===== src/rtl/hex_disp_pkg.sv =====
// Shared constants for the scanned seven-segment display: blank pattern,
// active-low glyph table for hex digits 0-F, and load_mode bit positions.
package hex_disp_pkg;

  localparam logic [6:0] SEG_BLANK = 7'h7F;

  // Active-low {g,f,e,d,c,b,a} patterns, indexed by nibble value.
  localparam logic [6:0] GLYPHS [16] = '{
    7'h40, 7'h79, 7'h24, 7'h30, 7'h19, 7'h12, 7'h02, 7'h78,
    7'h00, 7'h10, 7'h08, 7'h03, 7'h46, 7'h21, 7'h06, 7'h0E
  };

  localparam int MODE_LZS   = 0;
  localparam int MODE_BLINK = 1;

endpackage


===== src/rtl/hex_seg_decode.sv =====
// Combinational nibble to active-low segment lookup with a blank override.
module hex_seg_decode
  import hex_disp_pkg::*;
(
  input  logic [3:0] nibble,
  input  logic       blank,
  output logic [6:0] seg_n
);

  assign seg_n = blank ? SEG_BLANK : GLYPHS[nibble];

endmodule


===== src/rtl/hex_scan_display.sv =====
// Time-multiplexed hex display driver: one digit slot per SCAN_DIV cycles,
// new values are latched into a pending slot and only go live at a frame end.
module hex_scan_display
  import hex_disp_pkg::*;
#(
  parameter int NUM_DIGITS   = 6,
  parameter int SCAN_DIV     = 50000,
  parameter int DEAD_CYC     = 2,
  parameter int BLINK_FRAMES = 64
) (
  input  logic                    clk,
  input  logic                    resetn,
  input  logic                    load_valid,
  output logic                    load_ready,
  input  logic [4*NUM_DIGITS-1:0] load_data,
  input  logic [1:0]              load_mode,
  output logic [6:0]              seg_n,
  output logic [NUM_DIGITS-1:0]   dig_n,
  output logic                    frame_done
);

  localparam int PW = $clog2(SCAN_DIV);
  localparam int IW = $clog2(NUM_DIGITS);
  localparam int BW = (BLINK_FRAMES > 1) ? $clog2(BLINK_FRAMES) : 1;

  logic [PW-1:0]           presc;
  logic [IW-1:0]           idx;
  logic [BW-1:0]           blink_cnt;
  logic                    blink_phase;
  logic [4*NUM_DIGITS-1:0] active_data;
  logic [1:0]              active_mode;
  logic                    pend_valid;
  logic [4*NUM_DIGITS-1:0] pend_data;
  logic [1:0]              pend_mode;

  logic                    tick;
  logic                    frame_end;
  logic                    promote;
  logic                    accept;
  logic                    pend_valid_nxt;
  logic [3:0]              cur_nib;
  logic                    upper_nz;
  logic                    blank;
  logic [6:0]              seg_nxt;
  logic [NUM_DIGITS-1:0]   dig_nxt;

  assign tick      = (presc == PW'(SCAN_DIV - 1));
  assign frame_end = tick && (idx == IW'(NUM_DIGITS - 1));

  // Handshake: load_ready always mirrors an empty pending slot, so a transfer
  // and a promotion can never land in the same cycle.
  assign promote        = frame_end && pend_valid;
  assign accept         = load_valid && load_ready;
  assign pend_valid_nxt = accept || (pend_valid && !promote);

  // Current digit nibble, and whether any digit at or above it is non-zero.
  always_comb begin
    cur_nib  = 4'h0;
    upper_nz = 1'b0;
    dig_nxt  = '1;
    for (int i = 0; i < NUM_DIGITS; i++) begin
      if (IW'(i) == idx) begin
        cur_nib = active_data[4*i +: 4];
        if (presc >= PW'(DEAD_CYC)) dig_nxt[i] = 1'b0;
      end
      if ((IW'(i) >= idx) && (active_data[4*i +: 4] != 4'h0)) upper_nz = 1'b1;
    end
  end

  assign blank = (active_mode[MODE_BLINK] && blink_phase) ||
                 (active_mode[MODE_LZS] && (idx != '0) && !upper_nz);

  hex_seg_decode u_dec (
    .nibble (cur_nib),
    .blank  (blank),
    .seg_n  (seg_nxt)
  );

  always_ff @(posedge clk or negedge resetn) begin
    if (!resetn) begin
      presc       <= '0;
      idx         <= '0;
      blink_cnt   <= '0;
      blink_phase <= 1'b0;
      active_data <= '0;
      active_mode <= '0;
      pend_valid  <= 1'b0;
      pend_data   <= '0;
      pend_mode   <= '0;
      seg_n       <= SEG_BLANK;
      dig_n       <= '1;
      frame_done  <= 1'b0;
      load_ready  <= 1'b1;
    end else begin
      if (tick) begin
        presc <= '0;
        idx   <= (idx == IW'(NUM_DIGITS - 1)) ? '0 : idx + IW'(1);
      end else begin
        presc <= presc + PW'(1);
      end

      if (frame_end) begin
        if (blink_cnt == BW'(BLINK_FRAMES - 1)) begin
          blink_cnt   <= '0;
          blink_phase <= !blink_phase;
        end else begin
          blink_cnt <= blink_cnt + BW'(1);
        end
      end

      if (promote) begin
        active_data <= pend_data;
        active_mode <= pend_mode;
      end else if (accept) begin
        pend_data <= load_data;
        pend_mode <= load_mode;
      end
      pend_valid <= pend_valid_nxt;

      seg_n      <= seg_nxt;
      dig_n      <= dig_nxt;
      frame_done <= frame_end;
      load_ready <= !pend_valid_nxt;
    end
  end

endmodule


===== config.mk =====
export PLATFORM = sky130hd
export DESIGN_NAME = hex_scan_display
export DESIGN_NICKNAME = d
export VERILOG_FILES = /design/src/rtl/hex_disp_pkg.sv /design/src/rtl/hex_seg_decode.sv /design/src/rtl/hex_scan_display.sv
export SDC_FILE = /design/constraint.sdc
export NUM_CORES = 1
export LEC_CHECK = 0
export BUFFER_PORTS_ARGS = -buffer_cell sky130_fd_sc_hd__buf_4
export CORE_UTILIZATION = 30
export DETAILED_ROUTE_END_ITERATION = 10
export GPL_TIMING_DRIVEN = 0
export SLEW_MARGIN = 10
export SYNTH_ARGS = -nofsm -noshare
export SYNTH_HDL_FRONTEND = slang
export SYNTH_HIERARCHICAL = 1
export SYNTH_SLANG_ARGS = --single-unit

===== constraint.sdc =====
create_clock -name clk -period 8.3 [get_ports clk]
set_clock_uncertainty 0.05 [all_clocks]
set_input_delay 0.415 -clock clk [delete_from_list [all_inputs] [get_ports clk]]
set_output_delay 0.415 -clock clk [all_outputs]
set_load 0.005 [all_outputs]

==> reports/results.tsv <==
stage	metric	value	unit
worst_setup_path	critPathMaxStageDelay	0.51	ns
final_layout	diodes	0	
global_routing	grt-ovfl-total	0	
power_and_ir_drop	clkPwrFrac	37.3	%
timing	setup_violations	0	
worst_setup_path	path_class	reg2reg	
synthesis	ys_seq_area_share	53.62	%
clocking	numCtsBuffers	9	
synthesis	ys_async_sr_fraction	100.0	%
worst_setup_path	critical_path_arrival	3.65	ns
routing	drt_wl_total	8725	um
job	cap_violations	0	
routing	via_count	2896	
place	port_buffers	43	
synthesis	ys_types	45	
clocking	htree_levels	3	
synthesis	syn_avg_cell_area	12.17	sq um
routing	drt_iter0_drc	152	
routing	wire_per_inst	14.49	um
synthesis	yosys_warnings	6	
clocking	cts_root_buf	clkbuf_16	
floorplanning	rows	43	
synthesis	synth_area	0.004419	sq mm
routing	drc	0	
routing	via_per_inst	4.811	
place	dpl.hpwl	6279	um
outcome	outcome	finished, final reports clean	
final_layout	register_area	0.002370	sq mm
timing	worst_slew_pin_slew	0.9283	ns
clocking	cts_resized	0	
routing	dr.pass1.iters	4	
synthesis	yosysTopAreaCellShare	45.30	%
floorplanning	die_area	0.01522	sq mm
global_routing	grt_max_degree	95	
floorplanning	ioPinCount	44	
timing	timing.fmax	0.2913	GHz
timing	setup_tns	0	ns
synthesis	netlist_instances	363	
timing	rsz0062_at_grt	false	
clocking	clock_path_buffers	2	
global_routing	antenna_found_initial	0	
timing	final_hold_viol_count	0	
worst_hold_path	worst_hold_path_type	in2async	
power_and_ir_drop	peakVddDrop	0.08686	mV
global_routing	grt_use_total	12.49	%
power_and_ir_drop	p_leak	2.386	nW
timing	post-route-period-util	41.36	%
timing	slew_headroom	37.58	%
synthesis	syn_nets	405	
clocking	cts_tree	yes	
power_and_ir_drop	power_frac_seq	53.2	%
routing	antenna_left	0	
floorplanning	die_x	123.4	um
final_layout	drive_gt1_share	31.52	%
worst_setup_path	critPathLaunchType	flip-flop	
synthesis	ys_ff_latch	94	
worst_setup_path	cp_cell_sequence	clkbuf_1 -> inv_1 -> ha_1 -> clkbuf_1 -> nand3_1 -> a21oi_1 -> a21oi_1 -> o221ai_1 -> inv_1 -> ha_1 -> or2_2 -> a311o_1	
floorplanning	core_region_area	0.01415	sq mm
worst_setup_path	cp_max_fo	9	
clocking	post_cts_buffers	0	
power_and_ir_drop	p_comb_share	9.5	%
clocking	cts_sinks	94	
worst_setup_path	cp.required	8.52	ns
synthesis	synth_edf_count	0	
clocking	cts_hold_buffers	0	
floorplanning	start_util	31.23	%
synthesis	yosys.area.top_type	dfrtp_1	
power_and_ir_drop	swShare	22.17	%
synthesis	synth_most_common_cell	dfrtp_1	
power_and_ir_drop	switching_power	0.0002253	W
worst_setup_path	r2r_slack	4.87	ns
final_layout	fillers	1384	
power_and_ir_drop	internal-power	0.0007911	W
worst_setup_path	cp_slowest_cell	o221ai_1	
final_layout	multi_input_area	0.001926	sq mm
synthesis	synth_ff_type	dfrtp_1	
global_routing	grt_pass1_vias	2848	
timing	slew_viol_final	0	
final_layout	syn_to_final_growth	18.77	%
floorplanning	fp.dieH	123.4	um
clocking	clkLatencyLatePin	0.34	ns
final_layout	nets	459	
global_routing	grt_pass1_wl	14310	um
power_and_ir_drop	p_per_area	193.6	mW/mm^2
power_and_ir_drop	p_total	0.001016	W
synthesis	synth.area.top_cells	dfrtp_1 (45%), dfstp_2 (8.3%), mux2_2 (8.2%)	
place	routabilityCongestion	0.8362	
synthesis	synth_commonest_cells	dfrtp_1 (80), nand2_1 (33), mux2_2 (32)	
worst_setup_path	end_kind	flip-flop	
clocking	path_clk_slew	0.06	ns
timing	layout_min_cycle_time	3.433	ns
-- state kept, by name, summed over array words and instances, names as in the netlist --
name         count
active_data     24
active_mode      2
blink_cnt        6
blink_phase      1
dig_n            6
frame_done       1
idx              3
load_ready       1
pend_data       24
pend_mode        2
pend_valid       1
presc           16
seg_n            7
-- power groups by stage --
stage | clock network, W | logic (W) | registers (W)
2_1_floorplan | 0 | 0.0000711 | 0.000534
3_3_place_gp | 0 | 0.0000937 | 0.000547
3_5_place_dp | 0 | 0.0000969 | 0.000549
4_1_cts | 0.000393 | 0.0000984 | 0.000542
5_1_grt | 0.000411 | 0.000106 | 0.000547
6_report | 0.000379 | 0.0000965 | 0.000541
-- layout by cell type (no fill, tap or decap), types with 4 or more instances in the layout --
cell type,n
dfrtp_1,80
nor3_1,7
o21ai_0,7
and3_1,9
mux2_2,32
mux2_4,20
a22oi_1,4
a21oi_1,13
o221ai_1,5
buf_4,42
inv_1,8
xor2_1,5
nand2_1,33
buf_6,6
xnor2_1,12
dfstp_2,14
nor2_1,16
nor2b_1,5
clkbuf_1,10
ha_1,13
nand4_1,7
clkbuf_16,9
nand3_1,20
-- final timing paths --
check | from | to | cells after the start
min reg2reg | blink_cnt[4] | blink_cnt[4] | 1
max | idx[1] | seg_n[1] | 12
max in group asynchronous | resetn | active_data[10] | 1
min | resetn | presc[12] | 1
min in group clk | load_data[19] | pend_data[19] | 2
max reg2reg | idx[1] | seg_n[1] | 12
-- kinds of logic after synthesis --
family / after synthesis / share of synthesized area (%)
xor gates and xnor gates: 17 / 3.369
muxes: 57 / 16.14
and+or+nand+nor: 116 / 13.79
buffers and inverters: 23 / 2.803
AOI/OAI and AO/OA: 43 / 6.597
adders and majority gates: 13 / 3.681
DFF: 94 / 53.62
-- per-stage QoR --
stage	area [sq um]	std cells	hold WS [ns]	utilization (%)	setup WS, ns
4_1_cts	5245	602	0.2366	37.07	4.904
2_1_floorplan	4419	363	0.06941	-	5.398
6_report	5249	602	0.07350	37.09	4.867
3_3_place_gp	4967	586	0.4116	35.10	5.012
3_5_place_dp	4967	586	0.4197	35.10	4.922
5_1_grt	5249	602	0.1816	37.09	4.595
-- routing by layer --
layer	routed length [um]	vias up	track usage, %
met4	178	0	6.099
li1	-	1396	-
met5	0	-	0
met1	4286	1428	17.04
met3	386	13	3.229
met2	3873	59	18.30
-- worst max-delay path: cells and delay by family, from the launching register on --
family                     cells  cell delay [ns]
buffers and inverters          4             0.89
DFF                            1             0.40
and+or+nand+nor                2             0.46
adders and majority gates      2             0.50
AOI/OAI and AO/OA              4             1.06
-- cell type report --
cell class / count / share of cell area [%]
Clock buffer: 12 / 4.696
Sequential cell: 94 / 45.15
Timing Repair Buffer: 43 / 6.222
Multi-Input combinational cell: 246 / 36.69
Inverter: 8 / 0.5721
Tap cell: 180 / 4.291
Buffer: 15 / 1.788
Clock inverter: 4 / 0.5959
No activity file was read; power rests on OpenSTA's default activity.
